<file path="config.mk">
export PLATFORM = sky130hd
export DESIGN_NAME = multi_flux_fifo
export DESIGN_NICKNAME = d
export VERILOG_FILES = /design/src/rtl/multi_flux_fifo_pkg.sv /design/src/rtl/multi_flux_fifo_queue.sv /design/src/rtl/multi_flux_fifo.sv
export SDC_FILE = /design/constraint.sdc
export NUM_CORES = 1
export LEC_CHECK = 0
export CAP_MARGIN = 20
export CORE_MARGIN = 2
export CORE_UTILIZATION = 45
export CTS_CLUSTER_DIAMETER = 50
export CTS_CLUSTER_SIZE = 8
export DETAILED_ROUTE_END_ITERATION = 16
export REMOVE_ABC_BUFFERS = 1
export SLEW_MARGIN = 20
export SYNTH_ARGS = -nofsm -noshare
export SYNTH_HDL_FRONTEND = slang
export SYNTH_SLANG_ARGS = --single-unit
</file>
<file path="constraint.sdc">
create_clock -name clk_i -period 10.35 [get_ports clk_i]
set_input_delay 2.07 -clock clk_i [delete_from_list [all_inputs] [get_ports clk_i]]
set_output_delay 2.07 -clock clk_i [all_outputs]
set_load 0.1 [all_outputs]
</file>
<file path="src/rtl/multi_flux_fifo_pkg.sv">
// Shared defaults and width helpers for the tagged multi-flux FIFO.
package mfifo_pkg;

    localparam int MFIFO_FLUX       = 2;
    localparam int MFIFO_DATA_WIDTH = 18;
    localparam int MFIFO_DEPTH      = 8;

    // A single flux still carries one tag bit so the token layout stays uniform.
    function automatic int mfifo_tag_w(input int flux);
        int w;
        w = $clog2(flux);
        return (w < 1) ? 1 : w;
    endfunction

    function automatic int mfifo_ptr_w(input int depth);
        return $clog2(depth);
    endfunction

    function automatic int mfifo_cnt_w(input int depth);
        return $clog2(depth) + 1;
    endfunction

endpackage

</file>
<file path="src/rtl/multi_flux_fifo_queue.sv">
// mfifo_queue: single-flux circular buffer with registered pointers and count.
module mfifo_queue
    import mfifo_pkg::*;
#(
    parameter int WIDTH = 19,
    parameter int DEPTH = 8,
    localparam int PW   = mfifo_ptr_w(DEPTH),
    localparam int CW   = mfifo_cnt_w(DEPTH)
) (
    input  logic             clk_i,
    input  logic             rst_i,
    input  logic             push_i,
    input  logic             pop_i,
    input  logic [WIDTH-1:0] din_i,
    output logic [WIDTH-1:0] head_o,
    output logic [CW-1:0]    count_o,
    output logic             empty_o,
    output logic             full_o
);

    logic [WIDTH-1:0] mem_q [DEPTH];
    logic [PW-1:0]    wr_ptr_q, wr_ptr_d;
    logic [PW-1:0]    rd_ptr_q, rd_ptr_d;
    logic [CW-1:0]    count_q, count_d;
    logic             push_ok, pop_ok;

    assign empty_o = (count_q == '0);
    assign full_o  = (count_q == CW'(DEPTH));
    assign push_ok = push_i && !full_o;
    // A pop on an empty queue is ignored, so a same-cycle push still lands.
    assign pop_ok  = pop_i && !empty_o;

    always_comb begin
        wr_ptr_d = wr_ptr_q;
        rd_ptr_d = rd_ptr_q;
        count_d  = count_q;
        if (push_ok) begin
            wr_ptr_d = wr_ptr_q + 1'b1;
        end
        if (pop_ok) begin
            rd_ptr_d = rd_ptr_q + 1'b1;
        end
        case ({push_ok, pop_ok})
            2'b10:   count_d = count_q + CW'(1);
            2'b01:   count_d = count_q - CW'(1);
            default: count_d = count_q;
        endcase
    end

    always_ff @(posedge clk_i) begin
        if (rst_i) begin
            wr_ptr_q <= '0;
            rd_ptr_q <= '0;
            count_q  <= '0;
        end else begin
            wr_ptr_q <= wr_ptr_d;
            rd_ptr_q <= rd_ptr_d;
            count_q  <= count_d;
        end
    end

    always_ff @(posedge clk_i) begin
        if (push_ok) begin
            mem_q[wr_ptr_q] <= din_i;
        end
    end

    assign head_o  = mem_q[rd_ptr_q];
    assign count_o = count_q;

endmodule

</file>
<file path="src/rtl/multi_flux_fifo.sv">
// Tagged multi-flux FIFO: demuxes tokens by tag into per-flux queues, FWFT shared dout.
// Optional sticky per-flux error flags (err_o) are built when MFIFO_ERR_EN is defined.
module multi_flux_fifo
    import mfifo_pkg::*;
#(
    parameter int FLUX       = MFIFO_FLUX,
    parameter int DATA_WIDTH = MFIFO_DATA_WIDTH,
    parameter int DEPTH      = MFIFO_DEPTH,
    localparam int TAG_WIDTH = mfifo_tag_w(FLUX),
    localparam int WIDTH     = DATA_WIDTH + TAG_WIDTH,
    localparam int CW        = mfifo_cnt_w(DEPTH)
) (
    input  logic             clk_i,
    input  logic             rst_i,
    input  logic [WIDTH-1:0] din_i,
    input  logic             write_i,
    output logic             full_o,
    output logic [WIDTH-1:0] dout_o,
    output logic [FLUX-1:0]  empty_o,
    input  logic [FLUX-1:0]  read_i
`ifdef MFIFO_ERR_EN
    ,
    output logic [FLUX-1:0]  err_o
`endif
);

    logic [TAG_WIDTH-1:0] tag;
    logic                 tag_ok;
    logic [FLUX-1:0]      q_push;
    logic [FLUX-1:0]      q_full;
    logic [WIDTH-1:0]     q_head  [FLUX];
    logic [CW-1:0]        q_count [FLUX];

    assign tag    = din_i[WIDTH-1 -: TAG_WIDTH];
    assign tag_ok = int'(tag) < FLUX;
    // Full is conservative: the writer picks its tag after sampling it.
    assign full_o = |q_full;

    for (genvar i = 0; i < FLUX; i++) begin : g_q
        assign q_push[i] = write_i && !full_o && tag_ok && (tag == TAG_WIDTH'(i));

        mfifo_queue #(
            .WIDTH (WIDTH),
            .DEPTH (DEPTH)
        ) u_queue (
            .clk_i   (clk_i),
            .rst_i   (rst_i),
            .push_i  (q_push[i]),
            .pop_i   (read_i[i]),
            .din_i   (din_i),
            .head_o  (q_head[i]),
            .count_o (q_count[i]),
            .empty_o (empty_o[i]),
            .full_o  (q_full[i])
        );
    end

    always_comb begin
        logic found;
        dout_o = '0;
        found  = 1'b0;
        for (int i = 0; i < FLUX; i++) begin
            if (!found && read_i[i] && !empty_o[i]) begin
                dout_o = q_head[i];
                found  = 1'b1;
            end
        end
        for (int i = 0; i < FLUX; i++) begin
            if (!found && !empty_o[i]) begin
                dout_o = q_head[i];
                found  = 1'b1;
            end
        end
    end

`ifdef MFIFO_ERR_EN
    logic [FLUX-1:0] err_q, err_d;

    always_comb begin
        err_d = err_q | (read_i & empty_o);
        if (write_i) begin
            if (!tag_ok) begin
                err_d[0] = 1'b1;
            end else if (full_o) begin
                for (int i = 0; i < FLUX; i++) begin
                    if (tag == TAG_WIDTH'(i)) begin
                        err_d[i] = 1'b1;
                    end
                end
            end
        end
    end

    always_ff @(posedge clk_i) begin
        if (rst_i) begin
            err_q <= '0;
        end else begin
            err_q <= err_d;
        end
    end

    assign err_o = err_q;
`endif

endmodule

</file>
==> out/metrics.csv <==
stage,metric,value,unit
yosys,XOR/XNOR share of the synthesized area,0.00945,
die,die area,30200,sq um
yosys,Synth Area in Simple Gates,0.0419,
routing,Antenna Nets Post-Route,0,
yosys,#FFs+latches synth,330,
global_route,grt met3 use,0.0331,
pwr,Max VDD drop,0.222,mV
global_route,GRT Max-Usage Layer,met2,
sta,Relative slew margins,0.340,
yosys,adder-cell share of the synthesized area,0.00964,
die,CORE AREA,28500,sq um
sta,setup ws final,3.34,ns
critical_path,crit path DAT,4.94,ns
yosys,ys flop type,edfxtp_1,
pwr,P_leak,4.82,nW
routing,via count,6268,
sta,Final period util,0.677,
worst_hold_path,Hold Path Class,reg2reg,
global_route,initial antenna violation count,0,
critical_path,"most used cell, CP",clkdlybuf4s50_1,
final_layout,Nets,757,
sta,hold_ws,0.486,ns
yosys,mux cell area share after synthesis,0.164,
outcome,status,"complete, no violations",
yosys,async set or reset register ratio after synthesis,0,
sta,setup TNS,0,ns
global_route,Total GRT Usage,0.186,
final_layout,layout overhead on the synthesized area,17.6,%
pwr,power density over cell area,289,nW/um^2
yosys,Compound-Gate Fraction of Synth Area,0.0149,
critical_path,Crit-path slowest cell,clkdlybuf4s50_1,
clocking,Skew-Pair Late Insertion Delay,0.53,ns
critical_path,endpoint class of the critical path,primary output,
clocking,register clock-pin slew on the reported worst setup and hold paths,0.05,ns
sta,Final Hold Fails,0,
clocking,clk root buf,clkbuf_16,
global_route,vias in the first global route,6735,
critical_path,Crit path largest cell delay,0.96,ns
final_layout,final-layout fill cell count,2259,
critical_path,CP bufs+invs,3,
placement,Setup WS pre-CTS,3.35,ns
critical_path,CP Class,in2out,
clocking,clock sink count,330,
sta,final setup vio count,0,
yosys,synthesized area per cell,20.2,sq um
placement,Placed Cells,1058,
placement,Port Buf Inserts,45,
final_layout,diode count,0,
die,boundary pin count,46,
critical_path,Worst EP required,8.28,ns
placement,dpl cell area,14000,sq um
clocking,setup bufs post-CTS,0,
global_route,GRT overflow,0,
sta,Final min period,7.01,ns
critical_path,crit path launch type,primary input,
final_layout,share of post-route cells with drive strength above 1,0.246,
job,max-cap violation count,0,
yosys,sequential-to-total area share from yosys stat,0.743,
global_route,met1 Usage GRT,0.249,
global_route,largest net degree at the start of global routing,39,
routing,# DRC,0,
critical_path,CP Max Fanout,10,
placement,gpl congestion,0.761,
clocking,CTS tree,yes,
critical_path,"Cell Chain, Critical Path",clkdlybuf4s50_1 -> o41ai_4 -> o21ai_2 -> buf_4 -> nand2_1 -> and3_1 -> clkdlybuf4s50_1,
routing,vias per inst,5.60,
critical_path,Crit path max-delay family,buffers and inverters,
yosys,Post-synth EDFFs,304,
clocking,"Hold-fix buffers, CTS",0,
die,Cell Rows,62,
sta,Worst Tran Pin Value,0.987,ns
clocking,TritonCTS buffer count,47,
final_layout,Util after Layout,0.535,
yosys,Yosys warning total,0,
final_layout,fin area,15300,sq um
placement,DPL Wire Length,15300,um
final_layout,Non-Filler Instances,1119,
routing,DRT iter0 DRCs,457,
yosys,Synth cell types,43,
die,Die Wd,174,um
clocking,Post-CTS Resized,0,
sta,skew final,0.0170,ns
die,Die Height,174,um
clocking,worst-case clock buffer depth,3,
yosys,Mapped Cells,641,
routing,routed wire length,27200,um
routing,drt wl/cell,24.3,um
die,Initial Utilization,0.455,
sta,fin. max-slew vios,0,
routing,DRT Pass-1 Iters,7,
global_route,met2 Resource Use GR,0.319,
sta,Fmax achieved,0.143,GHz
sta,RSZ-0062 raised after global routing,no,
clocking,H-tree depth,2,
yosys,area of the mapped netlist,13000,sq um
pwr,Tot Pwr,4.41,mW
global_route,first-pass GRT wire length,41300,um
yosys,largest family of logic cells by synthesized area,multiplexers,
[Yosys cell counts, types with 2 or more instances]
cell      number  area [sq um]
edfxtp_1     304          9130
mux4_2        76          1710
mux2i_1       41           410
nand2_1       29           109
dfxtp_1       26           521
buf_2         20           100
nor2_1        19          71.3
ha_1          10           125
xor2_1        10          87.6
a21oi_1        9          45.0
and3_1         9          56.3
clkbuf_1       9          33.8
o22ai_1        9          56.3
nor3_1         7          35.0
nand3_1        6          30.0
nor4b_1        6          52.6
o21ai_0        6          30.0
inv_1          5          18.8
nor2b_1        4          25.0
xnor2_1        4          35.0
buf_6          3          33.8
nor3b_1        3          22.5
buf_4          2          15.0
nand3b_1       2          15.0
nor3b_2        2          25.0
nor4_1         2          12.5
o21ai_2        2          17.5
[report_power, final]
group	total [mW]	switching, mW	internal, mW
Sequential	1.56	0.0483	1.51
Clock	1.33	0.504	0.822
Combinational	1.52	1.09	0.428
Total	4.41	1.64	2.76
[registers in the layout (all words and copies together), names as in the netlist, named ones only]
register,flops
g_q.u_queue.rd_ptr_q,6
g_q.u_queue.wr_ptr_q,6
g_q.u_queue.mem_q,304
g_q.u_queue.count_o,8
[worst paths after layout]
kind | from | to | slack, ns | depth (start not counted)
worst max register to register | g_q[0].u_queue.count_o[1] | g_q[0].u_queue.mem_q[7][3] | 7.06 | 6
worst max-delay path | read_i[1] | dout_o[9] | 3.34 | 7
worst min-delay path | g_q[1].u_queue.rd_ptr_q[1] | flip-flop | 0.49 | 2
worst min register to register | g_q[1].u_queue.rd_ptr_q[1] | flip-flop | 0.49 | 2
[worst register-to-register path, stage by stage, from the launching register on]
cell and delay, ns:
dfxtp_1 0.46, nor4b_1 0.11, buf_4 0.17, or4b_1 0.76, or2_4 0.38, nor2_2 0.72
buf_4 0.37
[final cells by class]
type	instances	area (sq um)	share of cell area
well taps	384	480	0.0315
repair buffers	68	623	0.0408
flip-flops and latches	330	9660	0.633
clock inverters	4	32.5	0.00213
clock buffers	57	1230	0.0809
multi-input cells	270	3220	0.211
inverters	6	23.8	0.00156
[kinds of logic (layout without fill, tap and decap cells)]
kind of cell | count (synthesis) | after routing
buf+inv | 41 | 135
fa+ha+maj | 10 | 10
xor+xnor | 14 | 14
simple gates | 99 | 99
mux | 118 | 118
compound gates | 29 | 29
flops | 330 | 330
[metal layers]
layer,vias up,routed length (um)
met1,3310,11500
met4,0,409
li1,2776,-
met3,38,1250
met5,-,0
met2,144,14000
[layout by cell type, fill, tap and decap left out, types with 2 or more instances in the layout]
cell,synthesis,final
a21oi_1,9,9
and3_1,9,9
buf_4,2,23
clkbuf_1,9,9
clkbuf_16,0,48
clkdlybuf4s50_1,0,45
clkinv_1,0,2
dfxtp_1,26,21
dfxtp_2,0,4
edfxtp_1,304,304
ha_1,10,10
inv_1,5,5
mux2i_1,41,41
mux4_2,76,76
nand2_1,29,29
nand3_1,6,6
nand3b_1,2,2
nor2_1,19,17
nor2b_1,4,4
nor3_1,7,3
nor3_2,0,3
nor3b_2,2,2
nor3b_4,0,2
nor4_2,0,2
nor4b_1,6,2
nor4b_2,1,5
o21ai_0,6,6
o21ai_2,2,2
o22ai_1,9,9
xnor2_1,4,4
xor2_1,10,10
Power figures use the tool's default switching activity.
